File: config.mk
export PLATFORM = sky130hd
export DESIGN_NAME = inst_mem_ctrl
export DESIGN_NICKNAME = d
export VERILOG_FILES = /design/src/rtl/inst_mem_pkg.sv /design/src/rtl/inst_mem_array.sv /design/src/rtl/inst_mem_ctrl.sv
export SDC_FILE = /design/constraint.sdc
export NUM_CORES = 2
export LEC_CHECK = 0
export BUFFER_PORTS_ARGS = -buffer_cell sky130_fd_sc_hd__buf_2
export CORE_ASPECT_RATIO = 1.1
export CORE_UTILIZATION = 40
export DETAILED_ROUTE_END_ITERATION = 10
export PLACE_DENSITY = 0.6
export RECOVER_POWER = 25
export SLEW_MARGIN = 20
export SYNTH_ARGS = -nofsm -noshare
export SYNTH_HDL_FRONTEND = slang
export SYNTH_SLANG_ARGS = --single-unit
File: constraint.sdc
create_clock -name clk_i -period 3.1 [get_ports clk_i]
set_clock_uncertainty 0.2 [all_clocks]
set_input_delay 0.465 -clock clk_i [delete_from_list [all_inputs] [get_ports clk_i]]
set_output_delay 0.465 -clock clk_i [all_outputs]
set_load 0.01 [all_outputs]
File: src/rtl/inst_mem_pkg.sv
// inst_mem_pkg: shared state encoding, default sizes and halt-word fill for the instruction memory.
package inst_mem_pkg;
    localparam int IW_DEF    = 8;
    localparam int AW_DEF    = 8;
    localparam int DEPTH_DEF = 256;

    typedef enum logic [1:0] {
        EMPTY   = 2'd0,
        LOADING = 2'd1,
        READY   = 2'd2
    } state_t;

    function automatic logic [63:0] halt_fill(input int w);
        return (w >= 64) ? '1 : (64'd1 << w) - 64'd1;
    endfunction
endpackage

File: src/rtl/inst_mem_array.sv
// inst_mem_array: word storage with per-word valid flags and a registered read port; INST_MEM_PARITY_EN adds parity bits.
module inst_mem_array
    import inst_mem_pkg::*;
#(
    parameter int IW    = IW_DEF,
    parameter int AW    = AW_DEF,
    parameter int DEPTH = DEPTH_DEF
) (
    input  logic          clk_i,
    input  logic          reset_i,
    input  logic          clr_i,
    input  logic          wr_en_i,
    input  logic [AW-1:0] wr_addr_i,
    input  logic [IW-1:0] wr_data_i,
`ifdef INST_MEM_PARITY_EN
    input  logic          wr_par_inv_i,
`endif
    input  logic          rd_en_i,
    input  logic [AW-1:0] rd_addr_i,
    output logic [IW-1:0] rd_data_o,
    output logic          rd_valid_o,
    output logic          rd_perr_o
);
    localparam int DW = (DEPTH > 1) ? $clog2(DEPTH) : 1;
    localparam logic [IW-1:0] HALT = IW'(halt_fill(IW));

    logic [IW-1:0]    r_mem [DEPTH];
    logic [DEPTH-1:0] r_valid;
    logic [IW-1:0]    r_rd_data;
    logic             r_rd_valid;
    logic [DW-1:0]    w_wr_idx;
    logic [DW-1:0]    w_rd_idx;
    logic             w_wr_hit;
    logic             w_rd_ok;

    assign w_wr_idx   = wr_addr_i[DW-1:0];
    assign w_rd_idx   = rd_addr_i[DW-1:0];
    assign w_wr_hit   = wr_en_i && (int'(wr_addr_i) < DEPTH);
    assign w_rd_ok    = (int'(rd_addr_i) < DEPTH) && r_valid[w_rd_idx];
    assign rd_data_o  = r_rd_data;
    assign rd_valid_o = r_rd_valid;

    always_ff @(posedge clk_i) begin
        if (w_wr_hit) r_mem[w_wr_idx] <= wr_data_i;
    end

    // a clear and a write in the same cycle leave only the new word valid
    always_ff @(posedge clk_i) begin
        if (reset_i) begin
            r_valid <= '0;
        end else begin
            if (clr_i) r_valid <= '0;
            if (w_wr_hit) r_valid[w_wr_idx] <= 1'b1;
        end
    end

    always_ff @(posedge clk_i) begin
        if (reset_i) begin
            r_rd_data  <= HALT;
            r_rd_valid <= 1'b0;
        end else begin
            r_rd_valid <= rd_en_i;
            if (rd_en_i) r_rd_data <= w_rd_ok ? r_mem[w_rd_idx] : HALT;
        end
    end

`ifdef INST_MEM_PARITY_EN
    logic [DEPTH-1:0] r_par;
    logic             r_rd_perr;

    always_ff @(posedge clk_i) begin
        if (w_wr_hit) r_par[w_wr_idx] <= (^wr_data_i) ^ wr_par_inv_i;
    end

    always_ff @(posedge clk_i) begin
        if (reset_i) r_rd_perr <= 1'b0;
        else r_rd_perr <= rd_en_i && w_rd_ok && ((^r_mem[w_rd_idx]) != r_par[w_rd_idx]);
    end

    assign rd_perr_o = r_rd_perr;
`else
    assign rd_perr_o = 1'b0;
`endif
endmodule

File: src/rtl/inst_mem_ctrl.sv
// inst_mem_ctrl: program loader handshake and fetch control over inst_mem_array.
// Define INST_MEM_PARITY_EN to add per-word parity and the parity_inject_i port.
module inst_mem_ctrl
    import inst_mem_pkg::*;
#(
    parameter int IW    = IW_DEF,
    parameter int AW    = AW_DEF,
    parameter int DEPTH = DEPTH_DEF
) (
    input  logic          clk_i,
    input  logic          reset_i,
    input  logic          fetch_en_i,
    input  logic [AW-1:0] address_i,
    output logic [IW-1:0] data_o,
    output logic          data_valid_o,
    input  logic          load_valid_i,
    output logic          load_ready_o,
    input  logic [AW-1:0] load_addr_i,
    input  logic [IW-1:0] load_data_i,
`ifdef INST_MEM_PARITY_EN
    input  logic          parity_inject_i,
`endif
    input  logic          load_last_i,
    output logic          ready_o,
    output logic          parity_err_o
);
    state_t r_state;
    logic   w_xfer;
    logic   w_fetch;
    logic   w_clr;

    assign load_ready_o = 1'b1;
    assign w_xfer       = load_valid_i && load_ready_o;
    assign w_fetch      = (r_state == READY) && fetch_en_i && !w_xfer;
    assign w_clr        = w_xfer && (r_state != LOADING);
    assign ready_o      = (r_state == READY);

    // every state accepts loads; the last flag decides whether the program is complete
    always_ff @(posedge clk_i) begin
        if (reset_i) r_state <= EMPTY;
        else if (w_xfer) r_state <= load_last_i ? READY : LOADING;
    end

    inst_mem_array #(
        .IW   (IW),
        .AW   (AW),
        .DEPTH(DEPTH)
    ) u_array (
        .clk_i       (clk_i),
        .reset_i     (reset_i),
        .clr_i       (w_clr),
        .wr_en_i     (w_xfer),
        .wr_addr_i   (load_addr_i),
        .wr_data_i   (load_data_i),
`ifdef INST_MEM_PARITY_EN
        .wr_par_inv_i(parity_inject_i),
`endif
        .rd_en_i     (w_fetch),
        .rd_addr_i   (address_i),
        .rd_data_o   (data_o),
        .rd_valid_o  (data_valid_o),
        .rd_perr_o   (parity_err_o)
    );
endmodule

==> flow_summary.json <==
{
  "overflow": 0,
  "track_usage_pct": 22.2,
  "synth_edf_count": 2048,
  "max_cap_violations": 9,
  "crit_buf_inv": 3,
  "via_count": 50200,
  "tightest_slew_ns": 2.70,
  "timing.rr.end": "u_array.rd_data_o[3]$_SDFFE_PP1P_",
  "cp-end-kind": "flip-flop",
  "cp-endpoint": "u_array.rd_data_o[0]$_SDFFE_PP1P_",
  "worstSetupStartpoint": "address_i[0]",
  "ys_types": 67,
  "clock_path_buffers": 3,
  "peakVddDrop_mv": 0.626,
  "port_buffers": 38,
  "cts_max_level": 4,
  "grt_max_degree": 111,
  "syn_area_per_cell_um2": 18.3,
  "slew_viol_final": 618,
  "die_w_um": 455,
  "syn_nets": 4979,
  "yosys_warnings": 0,
  "fp-row-count": 182,
  "multiInputGateArea_mm2": 0.0213,
  "violations": "capacitance limit, slew limit",
  "post_cts_buffers": 0,
  "slew-limit-headroom_pct": -79.9,
  "grt_pass1_vias": 50400,
  "area_growth_pct": 18.1,
  "synth_flop_cell": "edfxtp_1",
  "clock_latency_ns": 0.85,
  "cts_buffers": 216,
  "period_needed_ns": 3.10,
  "drtAntennaViolNets": 0,
  "r2r_slack_ns": 0.12,
  "fin_crit_sh_pct": 99.8,
  "finalWeightedCongestion": 0.945,
  "ys_ff_latch": 2315,
  "r2r-start": "u_array.r_mem[250][3]$_DFFE_PP_",
  "cp_max_fo": 23,
  "dr.pass1.iters": 6,
  "powerDensity_mw_per_mm2": 607,
  "worstPathRequired_ns": 3.66,
  "grt_pass1_wl_um": 365000,
  "tns_ns": 0,
  "drt_iter0_drc": 5385,
  "remaining_drc_errors": 0,
  "cts.clk_slew.worst_paths_ns": 0.07,
  "cts.sinks": 2315,
  "drt-wirelength-per-cell_um": 28.8,
  "totalWireLength_um": 253000,
  "synth_cells": 4950,
  "core_mm2": 0.224,
  "netlist_area_mm2": 0.0903,
  "cts_tree": "yes",
  "min_path_cells": 4,
  "setup_viol": 0,
  "cp_num_cells": 10,
  "startpoint_type": "primary input",
  "drive_gt1_share_pct": 28.0,
  "pin_count": 41,
  "die_h_um": 500,
  "fill_cells": 18800,
  "path_class": "primary input to flip-flop",
  "hold_path.class": "primary input to flip-flop",
  "antenna_found_initial": 20,
  "synthTopCellsByArea": "edfxtp_1 (68%), mux4_2 (11%), dfxtp_1 (5.9%), mux2i_1 (3.5%), nor2_1 (2.2%)",
  "vias_per_cell": 5.70,
  "yosys.area.top_type_share_pct": 68.1,
  "hpwl_um": 167000,
  "hold_violations": 0,
  "power_mw": 64.8,
  "status": "complete, but fails checks",
  "fmax_mhz": 323,
  "synth_seq_area_share_pct": 74.0,
  "finalNetCount": 5698,
  "cpPeakStageDelay_ns": 0.78,
  "grt_setup_unrepaired": "no",
  "start_util_pct": 40.3,
  "crit_arrival_ns": 3.66,
  "reg2regPathDepth": 7,
  "cts_root_buffer": "clkbuf_16",
  "register_area_mm2": 0.0668,
  "leakagePower_nw": 35.6,
  "path_cells": "buf_8, buf_12, buf_4, mux4_2, mux2_2, o21ai_0, a21oi_1, nor4_1, a2111oi_0, o22a_1",
  "synth.largest_area_cell": "edfxtp_1",
  "crit_slowest_cell": "nor4_1",
  "crit_family": "buffers and inverters",
  "worstHoldStart": "load_addr_i[3]",
  "die_area_mm2": 0.228,
  "async_flop_share_pct": 0
}
-- what timing repair did --
item                                    4_1_cts  5_1_grt
hold endpoints to repair                    514        0
hold buffers                                 14        0
resized for setup                             0        2
endpoints found under the setup margin        0        2
-- cells by family (layout without fill, tap and decap cells) --
logic type | after synthesis | in the layout | synth area share, %
AOI/OAI and AO/OA | 720 | 720 | 4.92
buffers and inverters | 334 | 1243 | 2.47
DFF | 2315 | 2315 | 74.0
other | 2 | 8 | 0.00831
and+or+nand+nor | 792 | 792 | 3.72
muxes | 787 | 787 | 14.9
-- registers in the layout, indices dropped and copies added (netlist names) --
name                count
r_state                 2
u_array.r_mem        2048
u_array.r_valid       256
u_array.rd_data_o       8
u_array.rd_valid_o      1
-- worst reg2reg max path: cells and delay by family (launching register included) --
family,cells,cell delay [ns]
and+or+nand+nor,2,1.08
AOI/OAI and AO/OA,3,0.60
muxes,1,0.48
DFF,1,0.37
buffers and inverters,1,0.15
-- how the worst min path moves through the flow --
stage,slack (ns),endpoint
2_1_floorplan,0.25,u_array.r_valid[10]$_SDFF_PP0_
3_3_place_gp,0.26,u_array.r_valid[183]$_SDFF_PP0_
3_5_place_dp,0.27,u_array.r_valid[119]$_SDFF_PP0_
4_1_cts,0.05,u_array.rd_valid_o$_SDFF_PP0_
5_1_grt,0.12,u_array.r_mem[173][1]$_DFFE_PP_
6_report,0.13,u_array.r_mem[173][1]$_DFFE_PP_
-- per-layer routing --
metal | global-route usage [%] | vias up | wire length (µm)
met2 | 35.6 | 2027 | 122000
met1 | 30.0 | 26400 | 102000
met3 | 3.45 | 457 | 17300
li1 | - | 21300 | -
met5 | 0 | - | 75
met4 | 9.79 | 12 | 11900
-- cell usage after synthesis, types with 7 or more instances --
cell type	instances
edfxtp_1	2048
nor2_1	537
mux4_2	440
a21oi_1	371
mux2i_1	318
dfxtp_1	267
clkbuf_1	148
a22oi_1	124
nand2_1	77
nand3_1	57
buf_6	51
o22ai_1	49
a221oi_1	47
buf_2	45
buf_4	42
o21ai_0	28
mux2_2	27
nand4_1	23
nor2b_1	20
nor3_1	16
buf_8	15
o211ai_1	15
o21ai_1	15
a211oi_1	14
a21o_1	14
nor4_1	14
buf_1	13
buf_12	13
o221ai_1	13
and2_1	11
o22a_1	8
or2_2	8
or2_0	7
-- power breakdown --
part	internal, mW	switching [mW]
sequential	34.0	0.0207
clock	15.3	11.7
combinational	1.43	2.29
total	50.7	14.0
-- layout by cell type, fill, tap and decap left out, types with 47 or more instances in the layout --
cell	instances
edfxtp_1	2048
buf_4	661
nor2_1	537
mux4_2	440
a21oi_1	371
mux2i_1	318
dfxtp_1	267
clkbuf_16	218
a22oi_1	124
buf_12	107
nand2_1	76
nand3_1	57
o22ai_1	49
a221oi_1	47
clkbuf_1	47
-- per-stage QoR --
stage	worst slack, ns	instances	hold slack [ns]	cell area [µm²]	utilization, %
3_3_place_gp	-0.958	8381	0.259	99400	44.4
3_5_place_dp	-0.888	8381	0.272	99400	44.4
5_1_grt	0.00785	8807	0.120	107000	47.6
2_1_floorplan	0.351	4950	0.251	90300	-
4_1_cts	0.0458	8803	0.0539	107000	47.7
6_report	0.00491	8809	0.131	107000	47.6
-- layout make-up --
class / instances / share of cell area, %
antenna: 6 / 0.0141
clock buffer: 283 / 5.58
clock inverter: 125 / 1.24
inverter: 6 / 0.0223
multi-input combinational: 2301 / 20.0
sequential: 2315 / 62.7
tap: 2944 / 3.45
timing repair buffer: 829 / 7.05
(Power assumes the default switching activity.)
